File: config.mk
export PLATFORM = sky130hd
export DESIGN_NAME = spi_log_framer
export DESIGN_NICKNAME = d
export VERILOG_FILES = /design/src/rtl/spi_log_framer_pkg.sv /design/src/rtl/log_fifo.sv /design/src/rtl/spi_log_framer.sv
export SDC_FILE = /design/constraint.sdc
export NUM_CORES = 1
export LEC_CHECK = 0
export CORE_MARGIN = 2
export CORE_UTILIZATION = 50
export DETAILED_ROUTE_END_ITERATION = 6
export GPL_TIMING_DRIVEN = 0
export PLACE_DENSITY_LB_ADDON = 0.2
export SKIP_CTS_REPAIR_TIMING = 1
export SKIP_LAST_GASP = 1
export SLEW_MARGIN = 20
export SYNTH_ARGS = -nofsm -noshare
export SYNTH_HDL_FRONTEND = slang
export SYNTH_HIERARCHICAL = 1
export SYNTH_SLANG_ARGS = --single-unit
File: constraint.sdc
create_clock -name clk -period 17 [get_ports clk]
set_input_delay 1.7 -clock clk [delete_from_list [all_inputs] [get_ports clk]]
set_output_delay 1.7 -clock clk [all_outputs]
set_load 0.005 [all_outputs]
File: src/rtl/spi_log_framer_pkg.sv
// Shared definitions for the SPI log framer: record/frame geometry, FSM
// state encoding and the frame builder.
// Optional build macro: SPI_LOG_VERBOSE_EN prefixes every frame with "READ".
package spi_log_framer_pkg;

  // One log record is {addr[23:0], len[7:0]}
  localparam int REC_W = 32;

`ifdef SPI_LOG_VERBOSE_EN
  localparam int FRAME_BYTES = 8;
  localparam int IDX_W       = 3;
  localparam logic [31:0] VERBOSE_HDR = 32'h5245_4144; // "READ"
`else
  localparam int FRAME_BYTES = 4;
  localparam int IDX_W       = 2;
`endif

  localparam int FRAME_W = FRAME_BYTES * 8;

  typedef enum logic [0:0] {
    ST_IDLE = 1'b0,
    ST_SEND = 1'b1
  } state_t;

  // Lay out a full frame, first byte on the wire in the top byte lane
  function automatic logic [FRAME_W-1:0] build_frame(input logic [REC_W-1:0] rec);
`ifdef SPI_LOG_VERBOSE_EN
    return {VERBOSE_HDR, rec};
`else
    return rec;
`endif
  endfunction

endpackage

File: src/rtl/log_fifo.sv
// Synchronous record FIFO. Pointers carry an extra wrap bit so full and
// empty are distinguished without a separate counter. A push while full is
// accepted only when a pop retires an entry on the same edge.
module log_fifo #(
  parameter int WIDTH = 32,
  parameter int DEPTH = 16
) (
  input  logic                   clk,
  input  logic                   reset,
  input  logic                   push,
  input  logic                   pop,
  input  logic [WIDTH-1:0]       din,
  output logic [WIDTH-1:0]       dout,
  output logic                   full,
  output logic                   empty,
  output logic [$clog2(DEPTH):0] level
);

  localparam int AW = $clog2(DEPTH);

  logic [AW:0]      wr_ptr_r;
  logic [AW:0]      rd_ptr_r;
  logic [WIDTH-1:0] mem_r [DEPTH];
  logic             rd_en_s;
  logic             wr_en_s;

  assign empty   = (wr_ptr_r == rd_ptr_r);
  assign full    = (wr_ptr_r[AW] != rd_ptr_r[AW]) &&
                   (wr_ptr_r[AW-1:0] == rd_ptr_r[AW-1:0]);
  assign level   = wr_ptr_r - rd_ptr_r;
  assign dout    = mem_r[rd_ptr_r[AW-1:0]];
  assign rd_en_s = pop && !empty;
  assign wr_en_s = push && (!full || rd_en_s);

  // Pointer update; contents are abandoned simply by clearing the pointers
  always_ff @(posedge clk or posedge reset) begin
    if (reset) begin
      wr_ptr_r <= '0;
      rd_ptr_r <= '0;
    end else begin
      if (wr_en_s) begin
        wr_ptr_r <= wr_ptr_r + {{AW{1'b0}}, 1'b1};
      end
      if (rd_en_s) begin
        rd_ptr_r <= rd_ptr_r + {{AW{1'b0}}, 1'b1};
      end
    end
  end

  // Storage write; no reset needed since empty/level come from the pointers
  always_ff @(posedge clk) begin
    if (wr_en_s) begin
      mem_r[wr_ptr_r[AW-1:0]] <= din;
    end
  end

endmodule

File: src/rtl/spi_log_framer.sv
// SPI log framer: queues read records and serialises each one as a fixed
// byte frame onto the serial transmit stream. User parser bytes are merged
// at lower priority, only between frames. Nothing is issued while
// tx_inhibit is high or the sink is not ready.
// Optional build macro: SPI_LOG_VERBOSE_EN (8-byte frames with "READ" prefix).
module spi_log_framer
  import spi_log_framer_pkg::*;
#(
  parameter int DEPTH  = 16,
  parameter int DROP_W = 8
) (
  input  logic                   clk,
  input  logic                   reset,
  input  logic                   log_strobe,
  input  logic [23:0]            log_addr,
  input  logic [7:0]             log_len,
  input  logic                   tx_inhibit,
  input  logic [7:0]             user_txd,
  input  logic                   user_txd_strobe,
  output logic                   user_txd_ready,
  input  logic                   uart_txd_ready,
  output logic [7:0]             uart_txd,
  output logic                   uart_txd_strobe,
  output logic [$clog2(DEPTH):0] fifo_level,
  output logic [DROP_W-1:0]      dropped
);

  localparam logic [IDX_W-1:0]  IDX_ONE  = IDX_W'(1);
  localparam logic [IDX_W-1:0]  IDX_LAST = IDX_W'(FRAME_BYTES - 1);
  localparam logic [DROP_W-1:0] DROP_MAX = {DROP_W{1'b1}};

  state_t             state_r, state_s;
  logic [FRAME_W-1:0] shift_r, shift_s;
  logic [IDX_W-1:0]   idx_r, idx_s;
  logic [7:0]         txd_r, txd_s;
  logic               strobe_r, strobe_s;
  logic [DROP_W-1:0]  dropped_r;

  logic               go_s;
  logic               pop_s;
  logic               user_ready_s;
  logic               drop_s;
  logic               fifo_full_s;
  logic               fifo_empty_s;
  logic [REC_W-1:0]   fifo_dout_s;
  logic [FRAME_W-1:0] frame_s;

  log_fifo #(
    .WIDTH (REC_W),
    .DEPTH (DEPTH)
  ) u_fifo (
    .clk   (clk),
    .reset (reset),
    .push  (log_strobe),
    .pop   (pop_s),
    .din   ({log_addr, log_len}),
    .dout  (fifo_dout_s),
    .full  (fifo_full_s),
    .empty (fifo_empty_s),
    .level (fifo_level)
  );

  assign go_s           = uart_txd_ready && !tx_inhibit;
  assign frame_s        = build_frame(fifo_dout_s);
  assign user_ready_s   = (state_r == ST_IDLE) && fifo_empty_s && go_s;
  // A record is lost only when the FIFO is full and nothing leaves this cycle
  assign drop_s         = log_strobe && fifo_full_s && !pop_s;

  assign user_txd_ready  = user_ready_s;
  assign uart_txd        = txd_r;
  assign uart_txd_strobe = strobe_r;
  assign dropped         = dropped_r;

  // Frame FSM next-state and byte selection; log frames win over user bytes
  always_comb begin
    state_s  = state_r;
    shift_s  = shift_r;
    idx_s    = idx_r;
    txd_s    = txd_r;
    strobe_s = 1'b0;
    pop_s    = 1'b0;
    case (state_r)
      ST_IDLE: begin
        if (go_s && !fifo_empty_s) begin
          pop_s    = 1'b1;
          txd_s    = frame_s[FRAME_W-1 -: 8];
          shift_s  = {frame_s[FRAME_W-9:0], 8'h00};
          idx_s    = IDX_ONE;
          strobe_s = 1'b1;
          state_s  = ST_SEND;
        end else if (user_txd_strobe && user_ready_s) begin
          txd_s    = user_txd;
          strobe_s = 1'b1;
        end else begin
          state_s  = ST_IDLE;
        end
      end
      ST_SEND: begin
        if (go_s) begin
          txd_s    = shift_r[FRAME_W-1 -: 8];
          shift_s  = {shift_r[FRAME_W-9:0], 8'h00};
          strobe_s = 1'b1;
          if (idx_r == IDX_LAST) begin
            idx_s   = '0;
            state_s = ST_IDLE;
          end else begin
            idx_s   = idx_r + IDX_ONE;
          end
        end else begin
          state_s  = ST_SEND;
        end
      end
      default: begin
        idx_s   = '0;
        state_s = ST_IDLE;
      end
    endcase
  end

  // Frame FSM and output registers
  always_ff @(posedge clk or posedge reset) begin
    if (reset) begin
      state_r  <= ST_IDLE;
      shift_r  <= '0;
      idx_r    <= '0;
      txd_r    <= 8'h00;
      strobe_r <= 1'b0;
    end else begin
      state_r  <= state_s;
      shift_r  <= shift_s;
      idx_r    <= idx_s;
      txd_r    <= txd_s;
      strobe_r <= strobe_s;
    end
  end

  // Saturating count of records lost to overflow
  always_ff @(posedge clk or posedge reset) begin
    if (reset) begin
      dropped_r <= '0;
    end else if (drop_s && (dropped_r != DROP_MAX)) begin
      dropped_r <= dropped_r + {{(DROP_W-1){1'b0}}, 1'b1};
    end
  end

endmodule

==> impl_metrics.ini, run 1 <==
[die]
start_util = 0.509
ios = 69
die_x_um = 214
rows = 76
die-area_sq_um = 45800
dieHeight_um = 214
coreArea_sq_um = 43300

[placed_design]
gp_congestion = 0.815
portBuffers = 67
dp_hpwl_mm = 33.9

[power]
powerDensity_nw_per_um2 = 162
leakage_nw = 8.65
vdd_ir_drop_max_mv = 0.0954

[timing]
setup_violations = 0
fin_crit_ns = 5.51
fmax_mhz = 181
max_slew_margin = 0.396
hold_viol = 0
fin_tns_setup_ns = 0
min_period_over_period = 0.324
tightest_slew_ns = 0.905
drv_slew = 0
grt_setup_unrepaired = false
clock_skew_ns = 0.0135

[drt]
drtPass1Iterations = 5
ant_nets = 0
drt_iter0_drc = 1120
vias = 11200
post_drt_via_cell_ratio = 6.03
drc = 0
wirelength_mm = 50.7
wire_per_inst_um = 27.3

[logic_synthesis]
synth_nets = 1122
synth-seq-cells = 566
avgSynthCellArea_sq_um = 20.7
ys_warn_count = 6
synthCells = 1064
synth-edff-count = 512
syn_area_sq_um = 22000
synth_cell_types = 44
async_flop_share = 0.0954
yosys_most_used_dff = edfxtp_1
seq_area_frac_synth = 0.759

[clock_network]
clkLatencyLatePin_ns = 0.59
cts.sinks = 566
cts_max_path_buffers = 3
root_buffer = clkbuf_16
cts_tree = yes
cts_buffers = 56
clk_pin_slew_ns = 0.07
h-tree-depth = 2

[grt]
antenna_found_initial = 1
grt_first_pass_wirelength_mm = 75.8
grt_usage = 0.226
overflow = 0
grt_pass1_vias = 11512
grt_max_degree = 31

[critical_path]
cp_slowest_cell = clkdlybuf4s50_1
worst_r2r_endpoint = u_fifo/mem_r[2][20]
critical_path_class = reg -> out
worstSetupStartpointType = flip-flop
path_max_fanout = 10
reg2reg_depth = 16
r2r-start = u_fifo/rd_ptr_r[1]
rrSetupSlack_ns = 11.53
end_kind = primary output
worstPathCellList = buf_6 -> buf_12 -> buf_6 -> buf_2 -> inv_1 -> ha_1 -> and4_1 -> and2_1 -> nand2b_1 -> clkbuf_1 -> nor2_1 -> clkdlybuf4s50_1
max_stage_delay_ns = 0.45
required_ns = 15.30
cpMostUsedCell = buf_6
cp_data_arrival_time_ns = 3.81

[job]
max-cap-violations = 0

[worst_hold_path]
hp-class = reg -> reg
hold_end = uart_txd[0]
min_path_cells = 2
min_from = uart_txd[0]

[finish]
nets = 1289
drive_gt1_frac = 0.223
area_growth_pct = 18.2
final_util = 0.602
fillers = 3087

[outcome]
status = complete, no violations
==> per-layer routing <==
metal	vias up	global-route usage	part of all wire
li1	4726	-	-
met1	5979	0.335	0.44
met2	434	0.349	0.47
met3	61	0.0440	0.071
met4	0	0.0548	0.018
met5	-	0	0
==> layout make-up <==
| cell class | instances | area (sq um) | share of cell area |
|---|---|---|---|
| flip-flops and latches | 566 | 16700 | 0.642 |
| multi-input cells | 430 | 4980 | 0.191 |
| clock buffers | 75 | 1510 | 0.0581 |
| repair buffers | 109 | 1460 | 0.0562 |
| well taps | 585 | 732 | 0.0281 |
| plain buffers | 56 | 395 | 0.0152 |
| clock inverters | 23 | 188 | 0.00721 |
| inverters | 12 | 45.0 | 0.00173 |
| diodes | 2 | 5.00 | 0.000192 |
==> cell usage in the layout (no fill, tap or decap), drive strengths merged, types with 19 or more instances in the layout <==
master	count
clkdlybuf4s50	67
o22ai	64
edfxtp	512
mux4	128
dfrtp	54
nor2	56
clkbuf	94
buf	79
clkinv	19
o21ai	20
nand2	42
==> power breakdown <==
part	internal [W]	leakage, nW	total [W]	switching, W
Clock	0.000666	0.845	0.00116	0.000495
Sequential	0.00169	5.32	0.00175	0.0000627
Combinational	0.000589	2.49	0.00132	0.000726
Total	0.00295	8.65	0.00423	0.00128
==> logic make-up after synthesis <==
logic type	count (synthesis)	synth area share
xor+xnor	15	0.00630
mux	150	0.145
buf+inv	68	0.0200
fa+ha+maj	12	0.00715
simple gates	134	0.0268
compound gates	119	0.0355
flops	566	0.759
==> cell usage after synthesis, drive strengths merged, types with 2 or more instances <==
library cell  instances  area, sq um
xor2                  4         35.0
buf                  37          320
o41ai                 8         70.1
nor2b                 9         56.3
inv                  12         45.0
nand4                 7         43.8
nand2                42          158
ha                   11          138
xnor2                11          104
a21o                  2         15.0
nand3                 4         20.0
a22o                  8         70.1
o22ai                64          400
clkbuf               19         75.1
nand2b                7         43.8
mux2                  6         71.3
mux2i                16          160
o21ai                20          100
a21oi                12         60.1
mux4                128         2970
nor2                 56          210
dfrtp                54         1350
nor3                  6         30.0
edfxtp              512        15400
==> metrics by stage <==
| stage | instance area (sq um) | std cells | hold WS (ns) | power (W) | setup slack, ns |
|---|---|---|---|---|---|
| 4_1_cts | 26000 | 1856 | 0.485 | 0.00426 | 11.48 |
| 2_1_floorplan | 22000 | 1064 | 0.450 | 0.00257 | 11.38 |
| 6_report | 26000 | 1858 | 0.483 | 0.00423 | 11.49 |
| 3_3_place_gp | 23400 | 1716 | 0.464 | 0.00301 | 8.18 |
| 5_1_grt | 26000 | 1856 | 0.504 | 0.00440 | 11.29 |
| 3_5_place_dp | 24300 | 1758 | 0.470 | 0.00310 | 11.68 |
==> state kept, by name, indices dropped and copies added (netlist names) <==
name / cells
u_fifo/mem_r: 512
shift_r: 24
dropped: 8
uart_txd: 8
u_fifo/rd_ptr_r: 5
u_fifo/wr_ptr_r: 5
idx_r: 2
state_r: 1
uart_txd_strobe: 1
==> critical path, delay by kind of cell, from the launching register on <==
kind	cells	cell delay [ns]
buf+inv	7	1.85
simple gates	4	0.62
flops	1	0.39
fa+ha+maj	1	0.35
==> worst max path at each step <==
stage                       start                  end  slack (ns)  cells after the start
2_1_floorplan          tx_inhibit   u_fifo/mem_r[0][0]       11.38                      6
3_3_place_gp       uart_txd_ready  u_fifo/mem_r[0][16]        8.18                      7
3_5_place_dp       uart_txd_ready  u_fifo/mem_r[2][16]       11.68                      9
4_1_cts        u_fifo/rd_ptr_r[1]       user_txd_ready       11.48                     12
5_1_grt        u_fifo/rd_ptr_r[1]       user_txd_ready       11.29                     12
6_report       u_fifo/rd_ptr_r[1]       user_txd_ready       11.49                     12
Power figures use the tool's default switching activity.
==> inputs of run 2 (changes only) <==
==> constraint.sdc (replaced) <==
create_clock -name clk -period 4.7 [get_ports clk]
set_input_delay 0.47 -clock clk [delete_from_list [all_inputs] [get_ports clk]]
set_output_delay 0.47 -clock clk [all_outputs]
set_load 0.005 [all_outputs]
==> impl_metrics.ini, run 2 (same netlist as run 1, synthesis figures left out) <==
[outcome]
status = complete, no violations

[critical_path]
cp_data_arrival_time_ns = 4.71
worstPathCellList = buf_6 -> buf_12 -> buf_6 -> inv_1 -> ha_1 -> and4_1 -> and2_1 -> or4b_4 -> buf_2 -> inv_2 -> o31a_1 -> nand2_1 -> nor3_4 -> buf_4 -> buf_8
end_kind = flip-flop
worstSetupStartpointType = flip-flop
cpMostUsedCell = buf_6
critical_path_class = reg -> reg
cp_slowest_cell = or4b_4
path_max_fanout = 19
required_ns = 5.00
max_stage_delay_ns = 0.50

[timing]
drv_slew = 0
max_slew_margin = 0.317
fin_crit_ns = 4.41
hold_viol = 0
setup_violations = 0
tightest_slew_ns = 1.02
clock_skew_ns = 0.0158
fmax_mhz = 227
grt_setup_unrepaired = false
min_period_over_period = 0.938

[drt]
drtPass1Iterations = 7
wirelength_mm = 50.4
post_drt_via_cell_ratio = 6.01
wire_per_inst_um = 26.9
ant_nets = 0
vias = 11277
drt_iter0_drc = 1352
drc = 0

[die]
dieHeight_um = 214
coreArea_sq_um = 43300
rows = 76
die-area_sq_um = 45800
die_x_um = 214
ios = 69
start_util = 0.509

[clock_network]
cts_max_path_buffers = 3
cts_buffers = 56
cts_tree = yes
clk_pin_slew_ns = 0.06
clkLatencyLatePin_ns = 0.60
root_buffer = clkbuf_16
h-tree-depth = 2
cts.sinks = 566

[power]
powerDensity_nw_per_um2 = 583
leakage_nw = 8.70
vdd_ir_drop_max_mv = 0.335

[finish]
final_common_cell = edfxtp_1
area_growth_pct = 18.7
final_area_sq_um = 26100
largest_reg_flops = 512
drive_gt1_frac = 0.228
nets = 1301
fin_cells = 1876
mostFrequentLayoutCells = edfxtp_1, mux4_2, clkdlybuf4s50_1
fillers = 3070

[placed_design]
portBuffers = 67
dp_hpwl_mm = 32.9
dp.cells = 1747
gp_congestion = 0.787
place_area_sq_um = 24300

[grt]
antenna_found_initial = 3
overflow = 0
grt_first_pass_wirelength_mm = 73.6
grt_pass1_vias = 11228
grt_usage = 0.221
grt_max_degree = 31

[worst_hold_path]
hp-class = in -> async

[job]
max-cap-violations = 0
[run 2: layout make-up]
cell class	count	area (sq um)	area share
flip-flops and latches	566	16700	0.640
multi-input cells	430	5010	0.192
repair buffers	122	1560	0.0596
clock buffers	78	1560	0.0595
well taps	585	732	0.0280
plain buffers	55	390	0.0149
clock inverters	27	129	0.00493
inverters	12	45.0	0.00172
diodes	1	2.50	0.0000957
[run 2: final timing paths]
path	from	endpoint	slack (ns)	cells after the start
min reg2reg	uart_txd[5]	uart_txd[5]	0.48	2
min in group clk	user_txd_strobe	uart_txd[7]	0.36	3
max in group asynchronous	reset	shift_r[29]	3.96	3
max reg2reg	u_fifo/rd_ptr_r[1]	u_fifo/mem_r[2][19]	0.29	15
max	u_fifo/rd_ptr_r[1]	u_fifo/mem_r[2][19]	0.29	15
min	reset	uart_txd_strobe	0.23	2
[run 2: through the flow]
stage / TNS (ns) / total power (W) / setup WS [ns] / hold WS (ns) / utilization
2_1_floorplan: -8.34 / 0.00930 / -0.0397 / 0.310 / -
3_3_place_gp: -1102.91 / 0.0109 / -2.68 / 0.460 / 0.542
3_5_place_dp: -80.13 / 0.0112 / -0.422 / 0.467 / 0.561
4_1_cts: -86.85 / 0.0153 / -0.459 / 0.204 / 0.600
5_1_grt: 0 / 0.0158 / 0.121 / 0.232 / 0.604
6_report: 0 / 0.0152 / 0.290 / 0.231 / 0.604
[run 2: report_power, final]
group          leakage (nW)  internal [W]  switching (W)
Sequential             5.32       0.00611       0.000221
Clock                 0.832       0.00230        0.00181
Combinational          2.55       0.00215        0.00264
[run 2: metal layers]
layer | track usage | vias up | share of wire
met5 | 0 | - | 0.00030
met4 | 0.0678 | 4 | 0.027
met3 | 0.0481 | 86 | 0.078
met2 | 0.333 | 456 | 0.46
met1 | 0.327 | 5963 | 0.43
li1 | - | 4768 | -
[run 2: worst max-delay path: cells and delay by family, from the launching register on]
family | cells | cell delay (ns)
DFF | 1 | 0.37
buffers and inverters | 8 | 1.58
adders and majority gates | 1 | 0.33
AOI/OAI and AO/OA | 1 | 0.29
and+or+nand+nor | 5 | 1.51
==> inputs of run 3 (changes only) <==
--- a/config.mk
+++ b/config.mk
@@ -11,7 +11,6 @@
 export GPL_TIMING_DRIVEN = 0
 export PLACE_DENSITY_LB_ADDON = 0.2
 export SKIP_CTS_REPAIR_TIMING = 1
-export SKIP_LAST_GASP = 1
 export SLEW_MARGIN = 20
 export SYNTH_ARGS = -nofsm -noshare
 export SYNTH_HDL_FRONTEND = slang
==> results of run 3 <==
Same layout as run 2: the final DEF is identical, and so are final timing and power.
==> variant 1, RTL diff (config.mk and constraints of run 1) <==
Set the parameter `DROP_W` to 12 (it was 8).
--- a/src/rtl/spi_log_framer.sv
+++ b/src/rtl/spi_log_framer.sv
@@ -7,7 +7,7 @@
   import spi_log_framer_pkg::*;
 #(
   parameter int DEPTH  = 16,
-  parameter int DROP_W = 8
+  parameter int DROP_W = 12
 ) (
   input  logic                   clk,
   input  logic                   reset,
Ports: changed (resized dropped); port bits go from 69 to 73. No check against the original RTL was run, so the function may have changed too.
==> variant 1 against run 1 <==
Synthesized cell count is 0.85% higher; first-iteration DRC count is 11% higher; worst setup slack worse by 0.099 ns; routed wire length is 2.0% higher; total power is 1.1% higher; sequential cell count is 4 higher; area after synthesis is 1.2% higher; final area is 1.2% higher; critical endpoint unchanged; highest routed layer is now met5.
==> variant 1: results <==
{
  "r2r_end": "u_fifo/mem_r[5][15]",
  "highest_layer": "met5",
  "grt_pass1_wl_um": 76000,
  "synth_commonest_cells": "edfxtp_1, mux4_2, o22ai_1",
  "holdCritStartpoint": "shift_r[21]",
  "outcome": "complete, no violations",
  "post_drt_wl_per_cell_um": 27.5,
  "tightestPinTransition_ns": 1.03,
  "slowest_delay_ns": 0.55,
  "drt-met1-wl_um": 22200,
  "ff2ff_path_depth": 14,
  "synthAdderAreaFrac_pct": 0.707,
  "ir_worst_vdd_mv": 0.0894,
  "whs_ns": 0.489,
  "reg2reg_slack_ns": 12.03,
  "seq_area_frac_synth_pct": 75.4,
  "p_switching_w": 0.00130,
  "place.gp.congestion": 0.758,
  "drive_above_1_share_pct": 23.0,
  "synth_xor_area_share_pct": 0.780,
  "synth.distinct_cells": 46,
  "grt.total_usage_pct": 22.7,
  "p_int_w": 0.00298,
  "viasPerCell": 5.99,
  "p_leak_nw": 8.83,
  "dp_hpwl_um": 34300,
  "nFillCells": 3221,
  "clock_latency_ns": 0.61,
  "synth_compound_area_share_pct": 3.32,
  "cts_buffers": 57,
  "portBuffers": 72,
  "worst_ep_arrival_time_ns": 3.91,
  "dr.first_iter.drc_count": 1240,
  "synthMuxAreaShare_pct": 15.1
}
variant 1: changes by cell type after synthesis, moves of 5 or more:
cell,change
xnor2_1,+5
mux2_4,+8
nor2b_1,-9
clkbuf_1,-5
o41ai_1,-8
a21oi_1,-5
and3_1,+6
mux2i_1,+8
nor2_1,-9
o21ai_0,+6
variant 1: cell type report:
cell class / instances / area share [%]
repair buffers: 112 / 5.32
inverters: 11 / 0.166
plain buffers: 55 / 1.53
well taps: 592 / 2.81
clock inverters: 28 / 0.784
multi-input cells: 437 / 19.5
flip-flops and latches: 570 / 63.9
clock buffers: 79 / 5.99
variant 1: power by group through the flow:
stage / registers (W) / logic [W] / clock network (W)
4_1_cts: 0.00176 / 0.00133 / 0.00122
3_3_place_gp: 0.00180 / 0.00123 / 0
2_1_floorplan: 0.00177 / 0.000818 / 0
6_report: 0.00176 / 0.00132 / 0.00120
5_1_grt: 0.00177 / 0.00140 / 0.00127
3_5_place_dp: 0.00179 / 0.00132 / 0
variant 1: cells by family (layout without fill, tap and decap cells):
logic type | Yosys count | count (layout)
flip-flops | 570 | 570
multiplexers | 164 | 164
AND/OR/NAND/NOR | 126 | 126
AO/OA/AOI/OAI | 116 | 116
buffers and inverters | 66 | 285
XOR/XNOR | 19 | 19
adder cells (fa/ha/maj) | 12 | 12
variant 1: per-layer routing:
layer	up-vias	global-route usage, %
met2	453	35.4
met3	87	5.48
met5	-	0
met4	2	5.75
met1	5963	32.7
li1	4787	-
variant 1: critical path, delay by kind of cell (launching register included):
| kind | cells | cell delay (ns) |
|---|---|---|
| adders and majority gates | 1 | 0.37 |
| DFF | 1 | 0.38 |
| and+or+nand+nor | 4 | 0.88 |
| buffers and inverters | 6 | 1.67 |
variant 1: through the flow:
stage	setup slack [ns]	total power [W]	utilization (%)	std cells	area (µm²)
after CTS	11.40	0.00430	59.7	1884	26300
after floorplan	11.66	0.00259	-	1073	22300
after global placement	8.22	0.00303	53.9	1737	23800
after detailed placement	12.04	0.00311	55.7	1777	24600
final	11.39	0.00428	59.7	1884	26300
after global routing	11.23	0.00444	59.7	1884	26300
variant 1: worst max-delay path by stage:
stage / start / endpoint / cells after the start
2_1_floorplan: tx_inhibit / u_fifo/mem_r[0][0] / 5
3_3_place_gp: tx_inhibit / u_fifo/mem_r[2][20] / 6
3_5_place_dp: u_fifo/rd_ptr_r[1] / user_txd_ready / 11
4_1_cts: u_fifo/rd_ptr_r[1] / user_txd_ready / 11
5_1_grt: u_fifo/rd_ptr_r[1] / user_txd_ready / 11
6_report: u_fifo/rd_ptr_r[1] / user_txd_ready / 11
==> variant 2, RTL diff (settings of run 1) <==
Without the edit above. Take the reset off `shift_r` and load it in a clocked block of its own.
--- a/src/rtl/spi_log_framer.sv
+++ b/src/rtl/spi_log_framer.sv
@@ -121,17 +121,19 @@
   always_ff @(posedge clk or posedge reset) begin
     if (reset) begin
       state_r  <= ST_IDLE;
-      shift_r  <= '0;
       idx_r    <= '0;
       txd_r    <= 8'h00;
       strobe_r <= 1'b0;
     end else begin
       state_r  <= state_s;
-      shift_r  <= shift_s;
       idx_r    <= idx_s;
       txd_r    <= txd_s;
       strobe_r <= strobe_s;
     end
+  end
+
+  always_ff @(posedge clk) begin
+    shift_r <= shift_s;
   end
 
   // Saturating count of records lost to overflow
Behaviour: no difference found for any inputs over 4 cycles, from zero or initial values and one cycle with reset high; that may be too few to reach the edited logic, so the function may still have changed.
==> variant 2 against run 1 <==
Routed wire length fell by 4.2%; final area fell by 0.56%; largest power group unchanged; total power grew 1.4%; area after synthesis rose by 0.15%; worst setup slack worse by 0.0077 ns; count of clock-buffer cells in the layout increased by 3; sequential cell count unchanged.
==> variant 2: results <==
{
  "outcome": "complete, no violations",
  "p_leak_nw": 8.47,
  "viasPerCell": 5.92,
  "synthArstFlopShare_pct": 5.30,
  "placed_area_um2": 24100,
  "clock_latency_ns": 0.60,
  "max_slew_margin_pct": 39.9,
  "cp_max_fo": 10,
  "nFillCells": 3126,
  "synth_commonest_cells": "edfxtp_1, mux4_2, o22ai_1",
  "grt_max_degree": 27,
  "synth_compound_area_share_pct": 2.56,
  "synth_fp_nets": 1074,
  "synth.distinct_cells": 47,
  "ys_warn_count": 6,
  "worst_ep_arrival_time_ns": 3.82,
  "place.gp.congestion": 0.738,
  "synthAdderAreaFrac_pct": 0.714,
  "drt_wl_total_um": 48600,
  "diodes": 0,
  "antenna_found_initial": 1,
  "seq_area_frac_synth_pct": 76.3,
  "portBuffers": 68,
  "grt_pass1_wl_um": 72100,
  "nNetsFinal": 1234,
  "synth_xor_area_share_pct": 0.669,
  "synthMuxAreaShare_pct": 15.4,
  "p_switching_w": 0.00127,
  "drive_above_1_share_pct": 25.3,
  "netlist_top_cells_area": "edfxtp_1, mux4_2, dfrtp_1, mux4_1, o22ai_1",
  "dr.first_iter.drc_count": 1079,
  "reg2reg_slack_ns": 12.25,
  "ir_worst_vdd_mv": 0.100,
  "dp_hpwl_um": 31400,
  "grt.total_usage_pct": 21.6
}
==> variant 2: changes by cell type in the layout (fill, tap and decap cells not counted), moves of 9 or more <==
cell      change
dfrtp_1      -24
o21ai_0      -17
edfxtp_1     +24
buf_12        +9
mux2_2       +16
a21oi_1      -10
nand2_1      -19
buf_16       -19
==> variant 2: worst max-delay path, stage by stage, from the launching register on <==
cell	delay, ns
dfrtp_1	0.37
buf_6	0.15
buf_12	0.17
buf_6	0.19
buf_2	0.34
inv_1	0.19
ha_1	0.35
and4_1	0.27
and2_1	0.25
nand2b_1	0.15
nor3b_1	0.24
clkdlybuf4s50_1	0.53
==> variant 2: worst paths after layout <==
kind,start,end,cells after the start
min in group asynchronous,reset,u_fifo/rd_ptr_r[0],2
setup reg to reg,u_fifo/rd_ptr_r[1],u_fifo/mem_r[2][4],14
setup / recovery,u_fifo/rd_ptr_r[1],user_txd_ready,11
hold reg to reg,uart_txd[4],uart_txd[4],2
max in group asynchronous,reset,idx_r[0],2
hold / removal,uart_txd[4],uart_txd[4],2
==> variant 2: layer usage <==
metal / vias to the layer above / global-route usage (%) / part of all wire [%]
met5: - / 0 / 0.027
met4: 2 / 5.60 / 2.0
met3: 62 / 4.52 / 6.8
met2: 378 / 35.1 / 49
met1: 5684 / 30.2 / 42
li1: 4560 / - / -
==> variant 2: through the flow <==
stage	worst slack, ns	power, W	utilization, %	std cells	hold WS (ns)
6_report	11.48	0.00429	59.7	1805	0.482
5_1_grt	11.29	0.00446	59.7	1805	0.505
4_1_cts	11.44	0.00433	59.7	1805	0.488
3_5_place_dp	12.09	0.00310	55.5	1703	0.475
3_3_place_gp	8.41	0.00304	54.1	1669	0.471
2_1_floorplan	11.77	0.00260	-	1016	0.479
==> variant 2: power by group through the flow <==
stage / logic [W] / clock network (W) / registers [W]
6_report: 0.00131 / 0.00123 / 0.00175
4_1_cts: 0.00132 / 0.00125 / 0.00175
5_1_grt: 0.00139 / 0.00130 / 0.00176
2_1_floorplan: 0.000831 / 0 / 0.00177
3_3_place_gp: 0.00125 / 0 / 0.00179
3_5_place_dp: 0.00132 / 0 / 0.00178
==> variant 2: layout make-up <==
type / count / area [µm²] / area share [%]
plain buffers: 51 / 388 / 1.50
multi-input cells: 386 / 4890 / 18.9
inverters: 13 / 48.8 / 0.188
clock buffers: 78 / 1550 / 6.00
well taps: 585 / 732 / 2.83
repair buffers: 102 / 1150 / 4.43
clock inverters: 24 / 288 / 1.11
flip-flops and latches: 566 / 16800 / 65.0
